==> src/rtl/param_binary_search_pkg.sv <==
// Shared types and width helpers for the parametrised binary-search engine.
package param_binary_search_pkg;

   typedef logic [2:0] state_t;

   localparam state_t ST_IDLE    = 3'd0;
   localparam state_t ST_PROBE   = 3'd1;
   localparam state_t ST_WAIT    = 3'd2;
   localparam state_t ST_COMPARE = 3'd3;
   localparam state_t ST_DONE    = 3'd4;

   // Probe counter must hold up to ADDR_W+1 reads.
   function automatic int probe_cnt_w(input int addr_w);
      return $clog2(addr_w + 3);
   endfunction

   function automatic int wait_cnt_w(input int rd_lat);
      return (rd_lat > 1) ? $clog2(rd_lat) : 1;
   endfunction

endpackage

==> src/rtl/param_binary_search_if.sv <==
// Control/result and RAM-read bundle for param_binary_search.
interface param_binary_search_if #(
   parameter int DATA_W = 8,
   parameter int ADDR_W = 5
) ();
   import param_binary_search_pkg::*;

   localparam int PW = probe_cnt_w(ADDR_W);

   // Handshake: start is a level request sampled only in IDLE; busy covers the
   // search, done stays high until start is dropped, results hold until the next accept.
   logic              start;
   logic [DATA_W-1:0] A;
   logic [DATA_W-1:0] ram_rdata;
   logic [ADDR_W-1:0] ram_addr;
   logic              busy;
   logic              done;
   logic              found;
   logic [ADDR_W:0]   index;
   logic [PW-1:0]     probes;
   state_t            state_dbg;

   modport master (
      output start, A, ram_rdata,
      input  ram_addr, busy, done, found, index, probes, state_dbg
   );

   modport slave (
      input  start, A, ram_rdata,
      output ram_addr, busy, done, found, index, probes, state_dbg
   );

endinterface

==> src/rtl/param_binary_search_dp.sv <==
// Datapath: half-open [lo,hi) interval, target latch, comparator, result
// registers and the RAM read-latency counter, all driven by FSM strobes.
module param_binary_search_dp
   import param_binary_search_pkg::*;
#(
   parameter int DATA_W = 8,
   parameter int ADDR_W = 5,
   parameter int RD_LAT = 1,
   localparam int PW    = probe_cnt_w(ADDR_W)
) (
   input  logic              clk,
   input  logic              reset,
   input  logic              init,
   input  logic              load_addr,
   input  logic              wait_en,
   input  logic              step_lo,
   input  logic              step_hi,
   input  logic              set_found,
   input  logic              latch_index,
   input  logic              index_from_mid,
   input  logic [DATA_W-1:0] target_in,
   input  logic [DATA_W-1:0] ram_rdata,
   output logic [ADDR_W-1:0] ram_addr,
   output logic              found,
   output logic [ADDR_W:0]   index,
   output logic [PW-1:0]     probes,
   output logic              wait_done,
   output logic              cmp_lt,
   output logic              cmp_eq,
   output logic              more
);

   localparam int            WCW     = wait_cnt_w(RD_LAT);
   localparam logic [ADDR_W:0] DEPTH_V = {1'b1, {ADDR_W{1'b0}}};

   logic [ADDR_W:0]   lo_q, lo_d;
   logic [ADDR_W:0]   hi_q, hi_d;
   logic [DATA_W-1:0] target_q, target_d;
   logic [ADDR_W-1:0] addr_q, addr_d;
   logic              found_q, found_d;
   logic [ADDR_W:0]   index_q, index_d;
   logic [PW-1:0]     probes_q, probes_d;
   logic [WCW-1:0]    wcnt_q, wcnt_d;

   logic [ADDR_W:0]   sum;
   logic [ADDR_W:0]   mid;
   logic [ADDR_W:0]   mid_p1;
   logic [ADDR_W:0]   lo_cmp;
   logic [ADDR_W:0]   hi_cmp;

   // lo+hi <= 2*DEPTH-1 while lo < hi, so ADDR_W+1 bits cannot overflow.
   assign sum    = lo_q + hi_q;
   assign mid    = sum >> 1;
   assign mid_p1 = mid + (ADDR_W + 1)'(1);

   assign cmp_lt    = ram_rdata < target_q;
   assign cmp_eq    = ram_rdata == target_q;
   assign lo_cmp    = cmp_lt ? mid_p1 : lo_q;
   assign hi_cmp    = cmp_lt ? hi_q : mid;
   assign more      = lo_cmp < hi_cmp;
   assign wait_done = (wcnt_q == WCW'(RD_LAT - 1));

   always_comb begin
      lo_d     = lo_q;
      hi_d     = hi_q;
      target_d = target_q;
      addr_d   = addr_q;
      found_d  = found_q;
      index_d  = index_q;
      probes_d = probes_q;
      wcnt_d   = wcnt_q;
      if (init) begin
         lo_d     = '0;
         hi_d     = DEPTH_V;
         target_d = target_in;
         found_d  = 1'b0;
         probes_d = '0;
      end
      if (load_addr) begin
         addr_d   = mid[ADDR_W-1:0];
         probes_d = probes_q + PW'(1);
         wcnt_d   = '0;
      end
      if (wait_en && !wait_done) begin
         wcnt_d = wcnt_q + WCW'(1);
      end
      if (step_lo) begin
         lo_d = mid_p1;
      end
      if (step_hi) begin
         hi_d = mid;
      end
      if (set_found) begin
         found_d = 1'b1;
      end
      // At loop exit lo_cmp == hi_cmp, which is the lower-bound position.
      if (latch_index) begin
         index_d = index_from_mid ? mid : lo_cmp;
      end
   end

   always_ff @(posedge clk or posedge reset) begin
      if (reset) begin
         lo_q     <= '0;
         hi_q     <= DEPTH_V;
         target_q <= '0;
         addr_q   <= '0;
         found_q  <= 1'b0;
         index_q  <= '0;
         probes_q <= '0;
         wcnt_q   <= '0;
      end else begin
         lo_q     <= lo_d;
         hi_q     <= hi_d;
         target_q <= target_d;
         addr_q   <= addr_d;
         found_q  <= found_d;
         index_q  <= index_d;
         probes_q <= probes_d;
         wcnt_q   <= wcnt_d;
      end
   end

   assign ram_addr = addr_q;
   assign found    = found_q;
   assign index    = index_q;
   assign probes   = probes_q;

   a_lo_le_hi: assert property (@(posedge clk) disable iff (reset) lo_q <= hi_q);
   a_mid_range: assert property (@(posedge clk) disable iff (reset) load_addr |-> (mid < DEPTH_V));

endmodule

==> src/rtl/param_binary_search.sv <==
// Binary search over an external ascending-sorted synchronous RAM; returns the
// lower-bound index (or any match with EARLY_EXIT) plus found and probe count.
module param_binary_search
   import param_binary_search_pkg::*;
#(
   parameter int DATA_W     = 8,
   parameter int ADDR_W     = 5,
   parameter int RD_LAT     = 1,
   parameter int EARLY_EXIT = 0
) (
   input  logic               clk,
   input  logic               reset,
   param_binary_search_if.slave bus
);

   localparam int PW = probe_cnt_w(ADDR_W);

   state_t state_q, state_d;

   logic              init;
   logic              load_addr;
   logic              wait_en;
   logic              step_lo;
   logic              step_hi;
   logic              set_found;
   logic              latch_index;
   logic              index_from_mid;
   logic              wait_done;
   logic              cmp_lt;
   logic              cmp_eq;
   logic              more;
   logic [ADDR_W-1:0] ram_addr;
   logic              found;
   logic [ADDR_W:0]   index;
   logic [PW-1:0]     probes;
   logic              busy;
   logic              done;

   always_comb begin
      state_d        = state_q;
      init           = 1'b0;
      load_addr      = 1'b0;
      wait_en        = 1'b0;
      step_lo        = 1'b0;
      step_hi        = 1'b0;
      set_found      = 1'b0;
      latch_index    = 1'b0;
      index_from_mid = 1'b0;
      case (state_q)
         ST_IDLE: begin
            if (bus.start) begin
               init    = 1'b1;
               state_d = ST_PROBE;
            end
         end
         ST_PROBE: begin
            load_addr = 1'b1;
            state_d   = ST_WAIT;
         end
         ST_WAIT: begin
            wait_en = 1'b1;
            if (wait_done) begin
               state_d = ST_COMPARE;
            end
         end
         ST_COMPARE: begin
            step_lo   = cmp_lt;
            step_hi   = !cmp_lt;
            set_found = cmp_eq;
            if (cmp_eq && (EARLY_EXIT != 0)) begin
               latch_index    = 1'b1;
               index_from_mid = 1'b1;
               state_d        = ST_DONE;
            end else if (more) begin
               state_d = ST_PROBE;
            end else begin
               latch_index = 1'b1;
               state_d     = ST_DONE;
            end
         end
         ST_DONE: begin
            if (!bus.start) begin
               state_d = ST_IDLE;
            end
         end
         default: state_d = ST_IDLE;
      endcase
   end

   always_ff @(posedge clk or posedge reset) begin
      if (reset) begin
         state_q <= ST_IDLE;
      end else begin
         state_q <= state_d;
      end
   end

   // Decoded from the state flop so reset clears them without waiting for an edge.
   assign busy = (state_q == ST_PROBE) || (state_q == ST_WAIT) || (state_q == ST_COMPARE);
   assign done = (state_q == ST_DONE);

   param_binary_search_dp #(
      .DATA_W (DATA_W),
      .ADDR_W (ADDR_W),
      .RD_LAT (RD_LAT)
   ) u_dp (
      .clk            (clk),
      .reset          (reset),
      .init           (init),
      .load_addr      (load_addr),
      .wait_en        (wait_en),
      .step_lo        (step_lo),
      .step_hi        (step_hi),
      .set_found      (set_found),
      .latch_index    (latch_index),
      .index_from_mid (index_from_mid),
      .target_in      (bus.A),
      .ram_rdata      (bus.ram_rdata),
      .ram_addr       (ram_addr),
      .found          (found),
      .index          (index),
      .probes         (probes),
      .wait_done      (wait_done),
      .cmp_lt         (cmp_lt),
      .cmp_eq         (cmp_eq),
      .more           (more)
   );

   assign bus.ram_addr  = ram_addr;
   assign bus.busy      = busy;
   assign bus.done      = done;
   assign bus.found     = found;
   assign bus.index     = index;
   assign bus.probes    = probes;
   assign bus.state_dbg = state_q;

   a_busy_done_excl: assert property (@(posedge clk) disable iff (reset) !(busy && done));

endmodule

==> src/flat_wrapper.sv <==
// flat-port wrapper written by rule: the top's interface ports become plain ports
module param_binary_search_flat import param_binary_search_pkg::*;
#(
   parameter int DATA_W     = 8,
   parameter int ADDR_W     = 5,
   parameter int RD_LAT     = 1,
   parameter int EARLY_EXIT = 0
)
  (clk, reset, bus_start, bus_A, bus_ram_rdata, bus_ram_addr, bus_busy, bus_done, bus_found, bus_index, bus_probes, bus_state_dbg);
  param_binary_search_if #(.DATA_W(DATA_W), .ADDR_W(ADDR_W)) bus_i ();
  input  logic clk;
  input  logic reset;
  input wire logic [$bits(bus_i.start)-1:0] bus_start;
  input wire logic [$bits(bus_i.A)-1:0] bus_A;
  input wire logic [$bits(bus_i.ram_rdata)-1:0] bus_ram_rdata;
  output wire logic [$bits(bus_i.ram_addr)-1:0] bus_ram_addr;
  output wire logic [$bits(bus_i.busy)-1:0] bus_busy;
  output wire logic [$bits(bus_i.done)-1:0] bus_done;
  output wire logic [$bits(bus_i.found)-1:0] bus_found;
  output wire logic [$bits(bus_i.index)-1:0] bus_index;
  output wire logic [$bits(bus_i.probes)-1:0] bus_probes;
  output wire logic [$bits(bus_i.state_dbg)-1:0] bus_state_dbg;
  assign bus_i.start = bus_start;
  assign bus_i.A = bus_A;
  assign bus_i.ram_rdata = bus_ram_rdata;
  assign bus_ram_addr = bus_i.ram_addr;
  assign bus_busy = bus_i.busy;
  assign bus_done = bus_i.done;
  assign bus_found = bus_i.found;
  assign bus_index = bus_i.index;
  assign bus_probes = bus_i.probes;
  assign bus_state_dbg = bus_i.state_dbg;
  param_binary_search #(.DATA_W(DATA_W), .ADDR_W(ADDR_W), .RD_LAT(RD_LAT), .EARLY_EXIT(EARLY_EXIT)) u_core (.clk(clk), .reset(reset), .bus(bus_i));
endmodule
==> config.mk <==
export PLATFORM = sky130hd
export DESIGN_NAME = param_binary_search_flat
export DESIGN_NICKNAME = d
export VERILOG_FILES = /design/src/rtl/param_binary_search_pkg.sv /design/src/rtl/param_binary_search_if.sv /design/src/rtl/param_binary_search_dp.sv /design/src/rtl/param_binary_search.sv /design/src/flat_wrapper.sv
export SDC_FILE = /design/constraint.sdc
export NUM_CORES = 1
export LEC_CHECK = 0
export ABC_CLOCK_PERIOD_IN_PS = 4400
export BUFFER_PORTS_ARGS = -buffer_cell sky130_fd_sc_hd__buf_2
export CORE_ASPECT_RATIO = 0.7
export CORE_MARGIN = 2
export CORE_UTILIZATION = 55
export DETAILED_ROUTE_END_ITERATION = 10
export PLACE_DENSITY = 0.79
export SYNTH_ARGS = -nofsm -noshare
export SYNTH_HDL_FRONTEND = slang
export SYNTH_SLANG_ARGS = --single-unit
export TNS_END_PERCENT = 10
==> constraint.sdc <==
create_clock -name clk -period 4.4 [get_ports clk]
set_input_delay 1.32 -clock clk [delete_from_list [all_inputs] [get_ports clk]]
set_output_delay 1.32 -clock clk [all_outputs]
set_load 0.1 [all_outputs]
==> flow_summary.yaml <==
hold_path:
  worstHoldStart: "u_core.u_dp.ram_addr[3]$_DFFE_PP0P_"
  hold_class: "reg2reg"
die:
  die_h_um: 57.5
  rows: 19
  ios: 39
  core_sq_um: 3920
  die_area_sq_um: 4630
  die_x_um: 80.5
  initial_core_util_pct: 57.4
global_routing:
  grt_pass1_wl_um: 8120
  grtUsageTotal_pct: 23.6
  grt_antenna_before_repair: 0
  grt_max_degree: 28
  gr-total-overflow: 0
  grt_pass1_vias: 1684
clock_network:
  cts_hold_buf: 0
  ctsRootBufferMaster: "clkbuf_8"
  cts_buffers: 5
  cts_max_level: 2
  postCtsSetupRepairBufs: 0
  path_clk_slew_ns: 0.08
  ctsResizeCount: 0
  cts_tree: "done"
  clock_latency_ns: 0.30
  cts_sinks: 39
  cts.path.max_buffers: 2
logic_synthesis:
  synth_area_leaders: "dfrtp_1 (42%), ha_1 (11%), nand2_1 (4.7%)"
  ys_types: 48
  synth_edf_count: 0
  seq_area_frac_synth_pct: 43.4
  syn_area_per_cell_sq_um: 9.67
  synth_seq_cells: 39
  synth_nets: 272
  syn_area_sq_um: 2250
  synth_common_cells: "dfrtp_1 (38), nand2_1 (28), o21ai_0 (21)"
  synth_top_area_share_pct: 42.2
  yosys.area.top_type: "dfrtp_1"
  yosysMostFrequentCell: "dfrtp_1"
  yosysWarnings: 0
  async_reset_ff_share_pct: 100
  synth_flop_cell: "dfrtp_1"
  syn_inst: 233
setup_path:
  r2r_start: "u_core.u_dp.lo_q[0]$_DFFE_PP0P_"
  end_kind: "flop"
  required_ns: 4.59
  cp_max_fo: 7
  path_class: "reg2reg"
  cp.arrival_ns: 4.33
  cp-start-kind: "flop"
  startpoint: "u_core.u_dp.lo_q[0]$_DFFE_PP0P_"
finish:
  areaGrowthSynthToFinish_pct: 16.5
  multi_input_area_sq_um: 1180
  final_nets: 314
  insertedDiodeCount: 0
  drive_gt1_share_pct: 23.9
  fill_cells: 329
  regArea_sq_um: 977
  fin_util_pct: 66.9
sta:
  rsz0062_at_grt: "no"
  finalCritPeriodShare_pct: 94.3
  min_period_ns: 4.15
  fmaxAchievable_ghz: 0.241
  finalMaxSlewViolations: 0
  max_slew_margin_pct: 62.9
  tightest_slew_ns: 0.555
  fin_hold_ws_ns: 0.489
  finalHoldViolCount: 0
  setup_violations: 0
  fin_worst_skew_ns: 0.00437
drt:
  routedWlPerCell_um: 14.2
  drc: 0
  viasPerCell: 5.39
  first_pass_iters: 4
  vias: 1768
  ant_nets: 0
  postRouteWirelength_um: 4650
  drtIter0Drc: 83
placement:
  hpwl_um: 3610
  gp_congestion: 0.902
  io_buffers: 38
status:
  status: "finished, final reports clean"
flow_run:
  cap_violations: 0
==> cell type report <==
class | instances | area share, %
clock buffers | 6 | 3.15
clock inverters | 2 | 1.34
inverters | 16 | 2.29
multi-input cells | 170 | 44.8
flip-flops and latches | 39 | 37.2
well taps | 52 | 2.48
repair buffers | 43 | 8.68
==> cell families after synthesis <==
group	count (synthesis)	share of synthesized area [%]
simple gates	75	16.2
compound gates	55	14.8
buf+inv	24	4.39
fa+ha+maj	20	11.4
flops	39	43.4
xor+xnor	8	3.78
mux	12	6.00
==> final timing paths <==
path / to / slack [ns] / depth (start not counted)
worst min-delay path: u_core.u_dp.ram_addr[3]$_DFFE_PP0P_ / 0.49 / 2
worst max-delay path: u_core.u_dp.index[4]$_DFFE_PP0P_ / 0.25 / 15
min in group asynchronous: u_core.u_dp.index[3]$_DFFE_PP0P_ / 1.02 / 2
worst min register to register: u_core.u_dp.ram_addr[3]$_DFFE_PP0P_ / 0.49 / 2
max in group asynchronous: u_core.u_dp.hi_q[5]$_DFFE_PP1P_ / 2.60 / 3
worst max register to register: u_core.u_dp.index[4]$_DFFE_PP0P_ / 0.25 / 15
==> cell usage in the layout (no fill, tap or decap), types with 2 or more instances in the layout <==
cell	Yosys	routed
buf_2	1	38
dfrtp_1	38	38
nand2_1	28	28
o21ai_0	21	21
ha_1	19	19
inv_1	16	16
nor2_1	13	13
nand3_1	13	13
a21oi_1	11	11
o21ai_1	7	7
clkbuf_8	0	6
xnor2_1	5	5
nor2b_1	5	5
buf_4	0	5
mux2_1	4	4
mux2_2	4	4
mux2i_1	3	3
nand4_1	2	2
a21oi_2	2	2
or2_1	2	2
o21a_1	2	2
and2_1	2	2
nor3_1	2	2
o31ai_1	2	2
==> metrics by stage <==
step | setup WS [ns] | area (sq um) | TNS [ns] | cells
floorplan | 0.258 | 2250 | 0 | 233
CTS | 0.260 | 2620 | 0 | 328
global placement | 0.0572 | 2510 | 0 | 320
global route | 0.0000449 | 2620 | 0 | 328
detailed placement | -0.0402 | 2510 | -0.171 | 320
finish | 0.252 | 2620 | 0 | 328
==> registers in the layout, summed over array words and instances (netlist names) <==
name	flops
u_core.u_dp.target_q	8
u_core.u_dp.hi_q	6
u_core.u_dp.index	6
u_core.u_dp.lo_q	6
u_core.u_dp.ram_addr	5
u_core.bus.state_dbg	3
u_core.u_dp.probes	3
u_core.u_dp.found	1
u_core.u_dp.wcnt_q	1
==> per-layer routing <==
layer / vias to the layer above / track usage [%] / part of all wire [%]
met5: - / 0 / 0
met4: 0 / 7.99 / 1.6
met3: 7 / 7.28 / 6.8
met2: 48 / 32.6 / 38
met1: 821 / 35.3 / 53
li1: 892 / - / -
==> worst max-delay path, stage by stage (launching register included) <==
cell     delay [ns]
dfrtp_1        0.42
and2_2         0.20
fa_1           0.39
a21o_1         0.20
a21oi_1        0.23
xnor2_2        0.20
or3b_1         0.39
xor2_1         0.16
mux2_4         0.30
ha_1           0.30
and4_1         0.17
a21oi_1        0.14
nand2_1        0.06
a21oi_1        0.15
or2_1          0.34
mux2_2         0.38
Power is not shown: default switching activity piles up to over one toggle a cycle in this logic, so the estimate is an artifact.
